==> src/rtl/temporizador_partida_pkg.sv <==
// -----------------------------------------------------------------------------
// temporizador_partida_pkg
// Shared definitions for the match countdown timer: FSM state encodings,
// width of the remaining-time value and the default timing constants, so the
// display path and the match control unit agree on them.
// -----------------------------------------------------------------------------
package temporizador_partida_pkg;

    // 2'b10 is deliberately left unused; the timer FSM recovers from it.
    typedef enum logic [1:0] {
        PARADO   = 2'b00,
        CONTANDO = 2'b01,
        ESGOTADO = 2'b11
    } estado_t;

    localparam int LARGURA_TEMPO = 8;

    localparam int TEMPO_INICIAL = 60;  // seconds per match
    localparam int PENALIDADE    = 10;  // seconds lost per wrong move
    localparam int LIMIAR_ALERTA = 10;  // low-time warning threshold

endpackage : temporizador_partida_pkg

==> src/rtl/temporizador_partida_prescaler_segundo.sv <==
// -----------------------------------------------------------------------------
// prescaler_segundo
// Mod-TICKS_POR_SEG counter that turns the system clock into a one-second
// strobe. Counting is gated by i_en so a pause resumes mid-second.
//
// Ports:
//   clock   in   system clock, rising edge
//   reset   in   asynchronous, active-low reset
//   i_en    in   count enable
//   i_clr   in   synchronous clear (wins over i_en)
//   o_tick  out  high in the cycle where the count wraps to 0
// -----------------------------------------------------------------------------
module prescaler_segundo #(
    parameter int TICKS_POR_SEG = 50_000_000
) (
    input  logic clock,
    input  logic reset,
    input  logic i_en,
    input  logic i_clr,
    output logic o_tick
);

    localparam int               PRE_W    = $clog2(TICKS_POR_SEG);
    localparam logic [PRE_W-1:0] C_ULTIMO = PRE_W'(TICKS_POR_SEG - 1);

    logic [PRE_W-1:0] r_pre;
    logic             w_wrap;

    assign w_wrap = i_en && (r_pre == C_ULTIMO);
    // A cleared cycle consumes no second, so it must not strobe.
    assign o_tick = w_wrap && !i_clr;

    // NOTE: sequential state uses non-blocking (<=) so every register samples
    // the pre-edge values of its inputs, independent of statement order.
    always_ff @(posedge clock or negedge reset) begin
        if (!reset) begin
            r_pre <= '0;
        end else if (i_clr) begin
            r_pre <= '0;
        end else if (w_wrap) begin
            r_pre <= '0;
        end else if (i_en) begin
            r_pre <= r_pre + 1'b1;
        end
    end

endmodule : prescaler_segundo

==> src/rtl/temporizador_partida.sv <==
// -----------------------------------------------------------------------------
// temporizador_partida
// Countdown timer for one training match. Keeps the remaining time in whole
// seconds, subtracts a fixed penalty per wrong move and raises fimT when the
// time is exhausted. fimT stays high until reloaded (zeraT) or reset.
//
// Ports:
//   clock      in   system clock, rising edge
//   reset      in   asynchronous, active-low reset
//   zeraT      in   synchronous reload to TEMPO_INICIAL (highest priority)
//   contaT     in   level; time runs while high
//   decresceT  in   single-cycle penalty strobe
//   fimT       out  high while time is exhausted
//   tempo      out  remaining seconds, unsigned
//   alerta     out  0 < tempo <= LIMIAR_ALERTA
//   tick       out  one-cycle pulse when a second is consumed
//   db_estado  out  FSM state for debug
// -----------------------------------------------------------------------------
module temporizador_partida
    import temporizador_partida_pkg::*;
#(
    parameter int TICKS_POR_SEG = 50_000_000,
    parameter int TEMPO_INICIAL = temporizador_partida_pkg::TEMPO_INICIAL,
    parameter int PENALIDADE    = temporizador_partida_pkg::PENALIDADE,
    parameter int LIMIAR_ALERTA = temporizador_partida_pkg::LIMIAR_ALERTA
) (
    input  logic                     clock,
    input  logic                     reset,
    input  logic                     zeraT,
    input  logic                     contaT,
    input  logic                     decresceT,
    output logic                     fimT,
    output logic [LARGURA_TEMPO-1:0] tempo,
    output logic                     alerta,
    output logic                     tick,
    output logic [1:0]               db_estado
);

    localparam logic [LARGURA_TEMPO-1:0] C_TEMPO_INI = LARGURA_TEMPO'(TEMPO_INICIAL);
    localparam logic [LARGURA_TEMPO-1:0] C_LIMIAR    = LARGURA_TEMPO'(LIMIAR_ALERTA);
    localparam logic signed [9:0]        C_PEN       = 10'(PENALIDADE);

    estado_t                  r_estado;
    estado_t                  w_estado_next;
    logic [LARGURA_TEMPO-1:0] r_tempo;
    logic [LARGURA_TEMPO-1:0] w_tempo_next;
    logic [LARGURA_TEMPO-1:0] w_tempo_sat;
    logic signed [9:0]        w_dif;
    logic                     w_conta_en;
    logic                     w_tick;

    // The prescaler freezes once time is exhausted.
    assign w_conta_en = contaT && (r_estado != ESGOTADO);

    prescaler_segundo #(
        .TICKS_POR_SEG(TICKS_POR_SEG)
    ) u_prescaler (
        .clock (clock),
        .reset (reset),
        .i_en  (w_conta_en),
        .i_clr (zeraT),
        .o_tick(w_tick)
    );

    // 10-bit signed difference covers 0 - 255 - 1 without wrapping, so a
    // negative result simply saturates to zero.
    assign w_dif       = $signed({2'b00, r_tempo})
                       - (decresceT ? C_PEN : 10'sd0)
                       - (w_tick ? 10'sd1 : 10'sd0);
    assign w_tempo_sat = w_dif[9] ? '0 : w_dif[LARGURA_TEMPO-1:0];

    // NOTE: every signal written here gets a default first, so no path can
    // leave it unassigned and infer a latch.
    always_comb begin
        w_estado_next = r_estado;
        w_tempo_next  = r_tempo;
        if (zeraT) begin
            w_estado_next = PARADO;
            w_tempo_next  = C_TEMPO_INI;
        end else begin
            unique case (r_estado)
                ESGOTADO: begin
                    w_tempo_next = '0;
                end
                PARADO, CONTANDO: begin
                    w_tempo_next = w_tempo_sat;
                    // Also fires when tempo is already 0 from a parameter corner case.
                    if (w_tempo_sat == '0) begin
                        w_estado_next = ESGOTADO;
                    end else if (r_estado == PARADO && contaT) begin
                        w_estado_next = CONTANDO;
                    end else if (r_estado == CONTANDO && !contaT) begin
                        w_estado_next = PARADO;
                    end
                end
                default: begin
                    // Unused encoding 2'b10: recover to a safe idle state.
                    w_estado_next = PARADO;
                end
            endcase
        end
    end

    always_ff @(posedge clock or negedge reset) begin
        if (!reset) begin
            r_estado <= PARADO;
            r_tempo  <= C_TEMPO_INI;
        end else begin
            r_estado <= w_estado_next;
            r_tempo  <= w_tempo_next;
        end
    end

    assign fimT      = (r_estado == ESGOTADO);
    assign tempo     = r_tempo;
    assign alerta    = (r_tempo != '0) && (r_tempo <= C_LIMIAR);
    assign tick      = w_tick;
    assign db_estado = r_estado;

endmodule : temporizador_partida

==> config.mk <==
export PLATFORM = sky130hd
export DESIGN_NAME = temporizador_partida
export DESIGN_NICKNAME = d
export VERILOG_FILES = /design/src/rtl/temporizador_partida_pkg.sv /design/src/rtl/temporizador_partida_prescaler_segundo.sv /design/src/rtl/temporizador_partida.sv
export SDC_FILE = /design/constraint.sdc
export NUM_CORES = 1
export LEC_CHECK = 0
export ABC_AREA = 1
export BUFFER_PORTS_ARGS = -buffer_cell sky130_fd_sc_hd__buf_2
export CORE_MARGIN = 4
export CORE_UTILIZATION = 35
export CTS_BUF_LIST = sky130_fd_sc_hd__clkbuf_16
export CTS_CLUSTER_SIZE = 28
export DETAILED_ROUTE_END_ITERATION = 7
export MAX_ROUTING_LAYER = met4
export SKIP_LAST_GASP = 1
export SLEW_MARGIN = 0
export SYNTH_ARGS = -nofsm -noshare
export SYNTH_HDL_FRONTEND = slang
export SYNTH_SLANG_ARGS = --single-unit
export TNS_END_PERCENT = 30
==> constraint.sdc <==
create_clock -name clock -period 2.4 [get_ports clock]
set_input_delay 0.48 -clock clock [delete_from_list [all_inputs] [get_ports clock]]
set_output_delay 0.48 -clock clock [all_outputs]
set_load 0.05 [all_outputs]
**Word level (Yosys, flattened, before mapping)**

Index checks and enable logic that the tools add are counted.

- Add/subtract/negate cells: 3
- $lt $le $gt $ge: 1
- Equality and inequality tests: 6
- Multiplexer cells: 13
- Reductions and logical operators: 15

Operators by type and width:

| operator | number |
|---|---|
| $mux 26 | 3 |
| $add 26x1->26 const B | 1 |
| $eq 26x26->1 const B | 1 |
| $mux 8 | 2 |
| $pmux 8 s2 | 1 |
| $sub 9x2->10 | 1 |
| $sub 8x4->9 | 1 |
| $le 8x4->1 const B | 1 |
| $logic_not 8->1 | 1 |
| $mux 2 | 4 |
| $reduce_bool 8->1 | 1 |
| $logic_and 1x1->1 | 6 |
| $reduce_bool 3->1 | 2 |
| $ne 5x5->1 const B | 1 |
| $mux 4 | 1 |
| $ne 2x2->1 const B | 2 |
| $pmux 2 s2 | 1 |
| $eq 2x1->1 const B | 1 |
| $eq 2x2->1 const B | 1 |
| $logic_not 1->1 | 2 |
| $logic_not 2->1 | 1 |
| $reduce_and 2->1 | 1 |
| $reduce_or 2->1 | 1 |
| $mux 1 | 1 |

- Register bits after elaboration: 36
- Bits of input ports: 5
- Output and inout port bits: 13

**Logic depth before layout (Yosys ltp)**

- Word-level depth: 11
- Depth in mapped cells: 20
- Depth with buffers taken out: 20

**Cells and area by module**

Synthesis repeated with hierarchy kept, for this count alone.

- Cell total of the unflattened synthesis: 372
- Area total of the unflattened synthesis: 2641.3 um^2

Modules (own cells, without submodules):

| module | instances | cells an instance | area an instance (um^2) |
|---|---|---|---|
| prescaler_segundo | 1 | 249 | 1754.2 |
| temporizador_partida | 1 | 123 | 887.1 |

**Worst setup path before layout**

Ideal clock, no wire load.

- Path type: register to register
- From: reg u_prescaler.r_pre[1]
- To: reg r_estado[0], in the netlist db_estado[0]
- Data arrival time: 3210 ps
- Data required time: 2280 ps
- Setup slack: -930 ps
- Stages on the path, launching flop included: 20
- Path buffers: 0
- Period minus slack after synthesis: 3330 ps
- Path through: dfrtp_1 > ha_1 > nand3_1 > nor3_2 > nand2_1 > nor2_1 > nand3_1 > nor2_1 > ha_1 > nand3_1 > nor2_1 > nand3_1 > o21bai_1 > nand2_2 > a21oi_1 > nand3_1 > nand3_1 > nand2_1 > nand2_1 > nand2_1

- Cells in the longest elaborated chain, start to end: 10

Ends and longest elaborated chain:

| what | RTL line | source |
|---|---|---|
| from (decl) | temporizador_partida_prescaler_segundo.sv:26 | `logic [PRE_W-1:0] r_pre;` |
| from (signal assigned) | temporizador_partida_prescaler_segundo.sv:43 | `r_pre <= r_pre + 1'b1;` |
| $eq 26x26->1 * | temporizador_partida_prescaler_segundo.sv:29 | `assign w_wrap = i_en && (r_pre == C_ULTIMO);` |
| $logic_and 1x1->1 * | temporizador_partida_prescaler_segundo.sv:29 |  |
| $logic_and 1x1->1 * | temporizador_partida_prescaler_segundo.sv:31 | `assign o_tick = w_wrap && !i_clr;` |
| named net tick | temporizador_partida.sv:35 | `output logic tick,` |
| $mux 1 * | temporizador_partida.sv:69 | `- (w_tick ? 10'sd1 : 10'sd0);` |
| $sub 9x2->10 * | temporizador_partida.sv:69 |  |
| $mux 8 * | temporizador_partida.sv:70 | `assign w_tempo_sat = w_dif[9] ? '0 : w_dif[LARGURA_TEMPO-1:0];` |
| $logic_not 8->1 * | temporizador_partida.sv:88 | `if (w_tempo_sat == '0) begin` |
| $mux 2 | temporizador_partida.sv:88 |  |
| $pmux 2 s2 | temporizador_partida.sv:81 | `unique case (r_estado)` |
| $mux 2 | temporizador_partida.sv:77 | `if (zeraT) begin` |
| to (signal assigned) | temporizador_partida.sv:109 | `r_estado <= w_estado_next;` |
| to (decl) | temporizador_partida.sv:43 | `estado_t r_estado;` |

Mark *: on every way through the listed nets, which the timed path passes. The rest lies on a longest branch.
A chain may end at the register's enable or synchronous reset.

**Final worst setup path**

- From: reg u_prescaler.r_pre[16]
- To: reg r_estado[0], in the netlist db_estado[0]

- Cells in the longest elaborated chain, start to end: 10

Ends and longest elaborated chain:

| what | RTL line |
|---|---|
| $eq 26x26->1 * | temporizador_partida_prescaler_segundo.sv:29 |
| $logic_and 1x1->1 * | temporizador_partida_prescaler_segundo.sv:29 |
| $logic_and 1x1->1 * | temporizador_partida_prescaler_segundo.sv:31 |
| $mux 1 * | temporizador_partida.sv:69 |
| $sub 9x2->10 * | temporizador_partida.sv:69 |
| $mux 8 * | temporizador_partida.sv:70 |
| $logic_not 8->1 * | temporizador_partida.sv:88 |
| $mux 2 | temporizador_partida.sv:88 |
| $pmux 2 s2 | temporizador_partida.sv:81 |
| $mux 2 | temporizador_partida.sv:77 |

Every way passes the cells marked *; elsewhere a longest branch is shown, timed or not.

==> flow_summary_export.csv <==
group,metric,value,unit
cells_and_area,fin_util,0.496,
sta,finalCritPeriodShare,1.09,
placement,dp_cells,456,
sta,max_slew.worst_pin.slew,818,ps
detailed_routing,drt_drc_violations_left,0,
sta,slew_violations,0,
detailed_routing,post_drt_wl_per_cell,12.9,um
clock_network,clock-sinks,36,
setup_path,cp-startpoint,"u_prescaler.r_pre[16]",
detailed_routing,drtPass1Iterations,4,
die,rows,29,
sta,setup_violations,7,
clock_network,cts_hold_buffers,0,
status,violations,"setup timing",
detailed_routing,vias_per_cell,5.02,
placement,hpwlAfterDp,4550,um
die,pin_count,18,
global_routing,antenna_found_initial,0,
yosys,synthCells,316,
setup_path,cp_data_arrival_time,2800,ps
cells_and_area,antennaDiodeCount,0,
cells_and_area,drive_gt1_frac,0.311,
clock_network,ctsLongestPathBuffers,2,
setup_path,critPathRequiredTime,2580,ps
setup_path,r2r_slack,-220,ps
setup_path,crit_type,"reg2reg",
sta,tns,-570,ps
sta,relSlewSlack,0.455,
global_routing,grt_usage,0.170,
cells_and_area,finalNonFillerCells,469,
setup_path,endpoint_kind,"register",
detailed_routing,routed_wl,6060,um
detailed_routing,wl_met2,3020,um
yosys,syn-num-nets,327,
sta,final.setup.worst_slack,-219,ps
sta,rsz0062_at_grt,"yes",
die,die-height,89.5,um
clock_network,cts_made_buffers,5,
setup_path,reg2reg_to,"db_estado[0]",
status,status,"finished with violations",
placement,portBuffers,17,
yosys,synth-seq-cells,36,
clock_network,htree_levels,2,
detailed_routing,dr.max_layer_used,"met4",
pwr,p_leak,0.00148,uW
yosys,ys_types,41,
die,initial_core_util,0.364,
yosys,synthesis.area,2320,um2
detailed_routing,vias,2354,
global_routing,grt_max_degree,37,
job,maxCapViolations,0,
setup_path,reg2regPathDepth,16,
yosys,syn_area_per_cell,7.35,um2
cells_and_area,area_growth,36.5,%
sta,fin_crit,2620,ps
die,die_x,89.5,um
pwr,p_per_area,578,nW/um2
placement,gp_congestion,0.853,
setup_path,reg2reg_from,"u_prescaler.r_pre[16]",
yosys,synth.yosys.warnings,0,
die,die_area,8000,um2
clock_network,cts_root_buf,"clkbuf_16",
pwr,peakVddDrop,309,uV
detailed_routing,first_iter_violations,108,
clock_network,clk_pin_slew_worst_paths,60,ps
sta,fmax,382,MHz
global_routing,grt_pass1_vias,2226,
yosys,ys_seq_area_frac,0.390,
sta,final_hold_viol_count,0,
detailed_routing,wl_met1,2660,um
detailed_routing,dr_wl_met3,278,um
cells_and_area,final_nets,402,
clock_network,cts_tree,"built",
hold_path,hold_path_class,"in2async",
setup_path,cp-start-kind,"register",
setup_path,path_max_fanout,3,
detailed_routing,ant_nets,0,
global_routing,grt_pass1_wl,10200,um
global_routing,grt_overflow,0,
die,coreArea,6390,um2
sta,fin_worst_skew,5.05,ps
clock_network,clk_latency,290,ps
sta,holdWs,287,ps
-- report_power, final --
part	internal (uW)	switching, uW	leakage (uW)	total, uW
combinational	145	272	0.000914	417
clock	488	258	0.0000798	745
sequential	647	23.8	0.000485	671
total	1280	553	0.00148	1830
-- cell usage after synthesis (all sizes together) --
cell,number,area share
ha,6,0.032
a41oi,1,0.0038
o32ai,1,0.0038
dfstp,4,0.045
nand3,27,0.067
nand4,6,0.019
xor2,5,0.019
a2bb2oi,1,0.0038
clkinv,1,0.0016
a211oi,1,0.0032
inv,49,0.080
nor3,12,0.035
buf,1,0.0022
dfrtp,32,0.34
o22ai,3,0.0081
o211ai,3,0.0097
nor4,5,0.016
o21bai,1,0.0032
xnor2,2,0.0075
a221oi,1,0.0038
nor2,37,0.066
o221ai,1,0.0038
a21oi,19,0.043
o21ai,15,0.034
a22o,1,0.0038
o41ai,1,0.0038
clkbuf,1,0.0016
nand2,76,0.13
a31oi,3,0.0081
-- kinds of logic after synthesis --
family                     Yosys count  synth area share
and+or+nand+nor                    163             0.330
AOI/OAI and AO/OA                   52             0.135
buffers and inverters               52            0.0857
DFF                                 36             0.390
xor gates and xnor gates             7            0.0264
adders and majority gates            6            0.0323
-- registers in the layout, indices dropped and copies added, names as in the netlist --
signal and cells:
u_prescaler.r_pre 26, tempo 8, db_estado 2
-- layout by cell type (no fill, tap or decap), types with 4 or more instances in the layout --
cell type   n
dfstp_2     4
nor2_1     28
xor2_1      5
buf_2      17
clkbuf_16   5
nand4_1     5
a21oi_1    16
o21ai_0     9
nand2_2     4
nor3_1      9
nand2_1    72
buf_4      53
o21ai_1     4
nand3_2     9
nor4_1      4
nand3_1    17
nor2_2      7
dfrtp_1    32
inv_1      46
-- layer usage --
metal / global-route usage / up-vias
met5: - / -
met4: 0.0595 / 0
met3: 0.0341 / 13
met2: 0.283 / 53
met1: 0.203 / 1092
li1: - / 1196
-- cell type report --
cell class              count  area (um2)
clock buffers               5         125
clock inverters             3        42.5
fillers                   620        3220
inverters                  50         190
multi-input cells         228        1330
flip-flops and latches     36         906
well taps                  77        96.3
repair buffers             70         483
-- worst max path at each step --
stage	depth (start not counted)	slack, ps	to
3_3_place_gp	20	-140	db_estado[0]
4_1_cts	19	-150	db_estado[0]
6_report	16	-220	db_estado[0]
3_5_place_dp	20	-230	db_estado[0]
5_1_grt	16	-390	db_estado[0]
2_1_floorplan	19	-440	db_estado[0]
-- stage by stage --
stage | power, uW | area [um2] | setup WS, ps
after CTS | 1840 | 3110 | -154
after global placement | 1080 | 2900 | -137
after global routing | 1930 | 3170 | -392
after floorplan | 936 | 2370 | -436
after detailed placement | 1080 | 2900 | -225
final | 1830 | 3170 | -219
-- what timing repair did --
action,CTS,global route
setup buffers,3,2
gates resized for setup,4,9
setup endpoints to repair,10,11
pin swaps,6,2
-- worst max-delay path: stages (launching register included) --
cell,delay [ps]
dfrtp_1,380
nor3_1,290
nand4_1,180
nor2_2,150
nand3_2,100
nor2_4,130
ha_4,170
nand3_4,90
buf_4,160
nand2_1,60
nand2_1,90
o41ai_2,320
nand3_2,150
nand3_1,90
nand2_1,50
nand2_1,50
nand2_1,40
(Power assumes the default switching activity.)
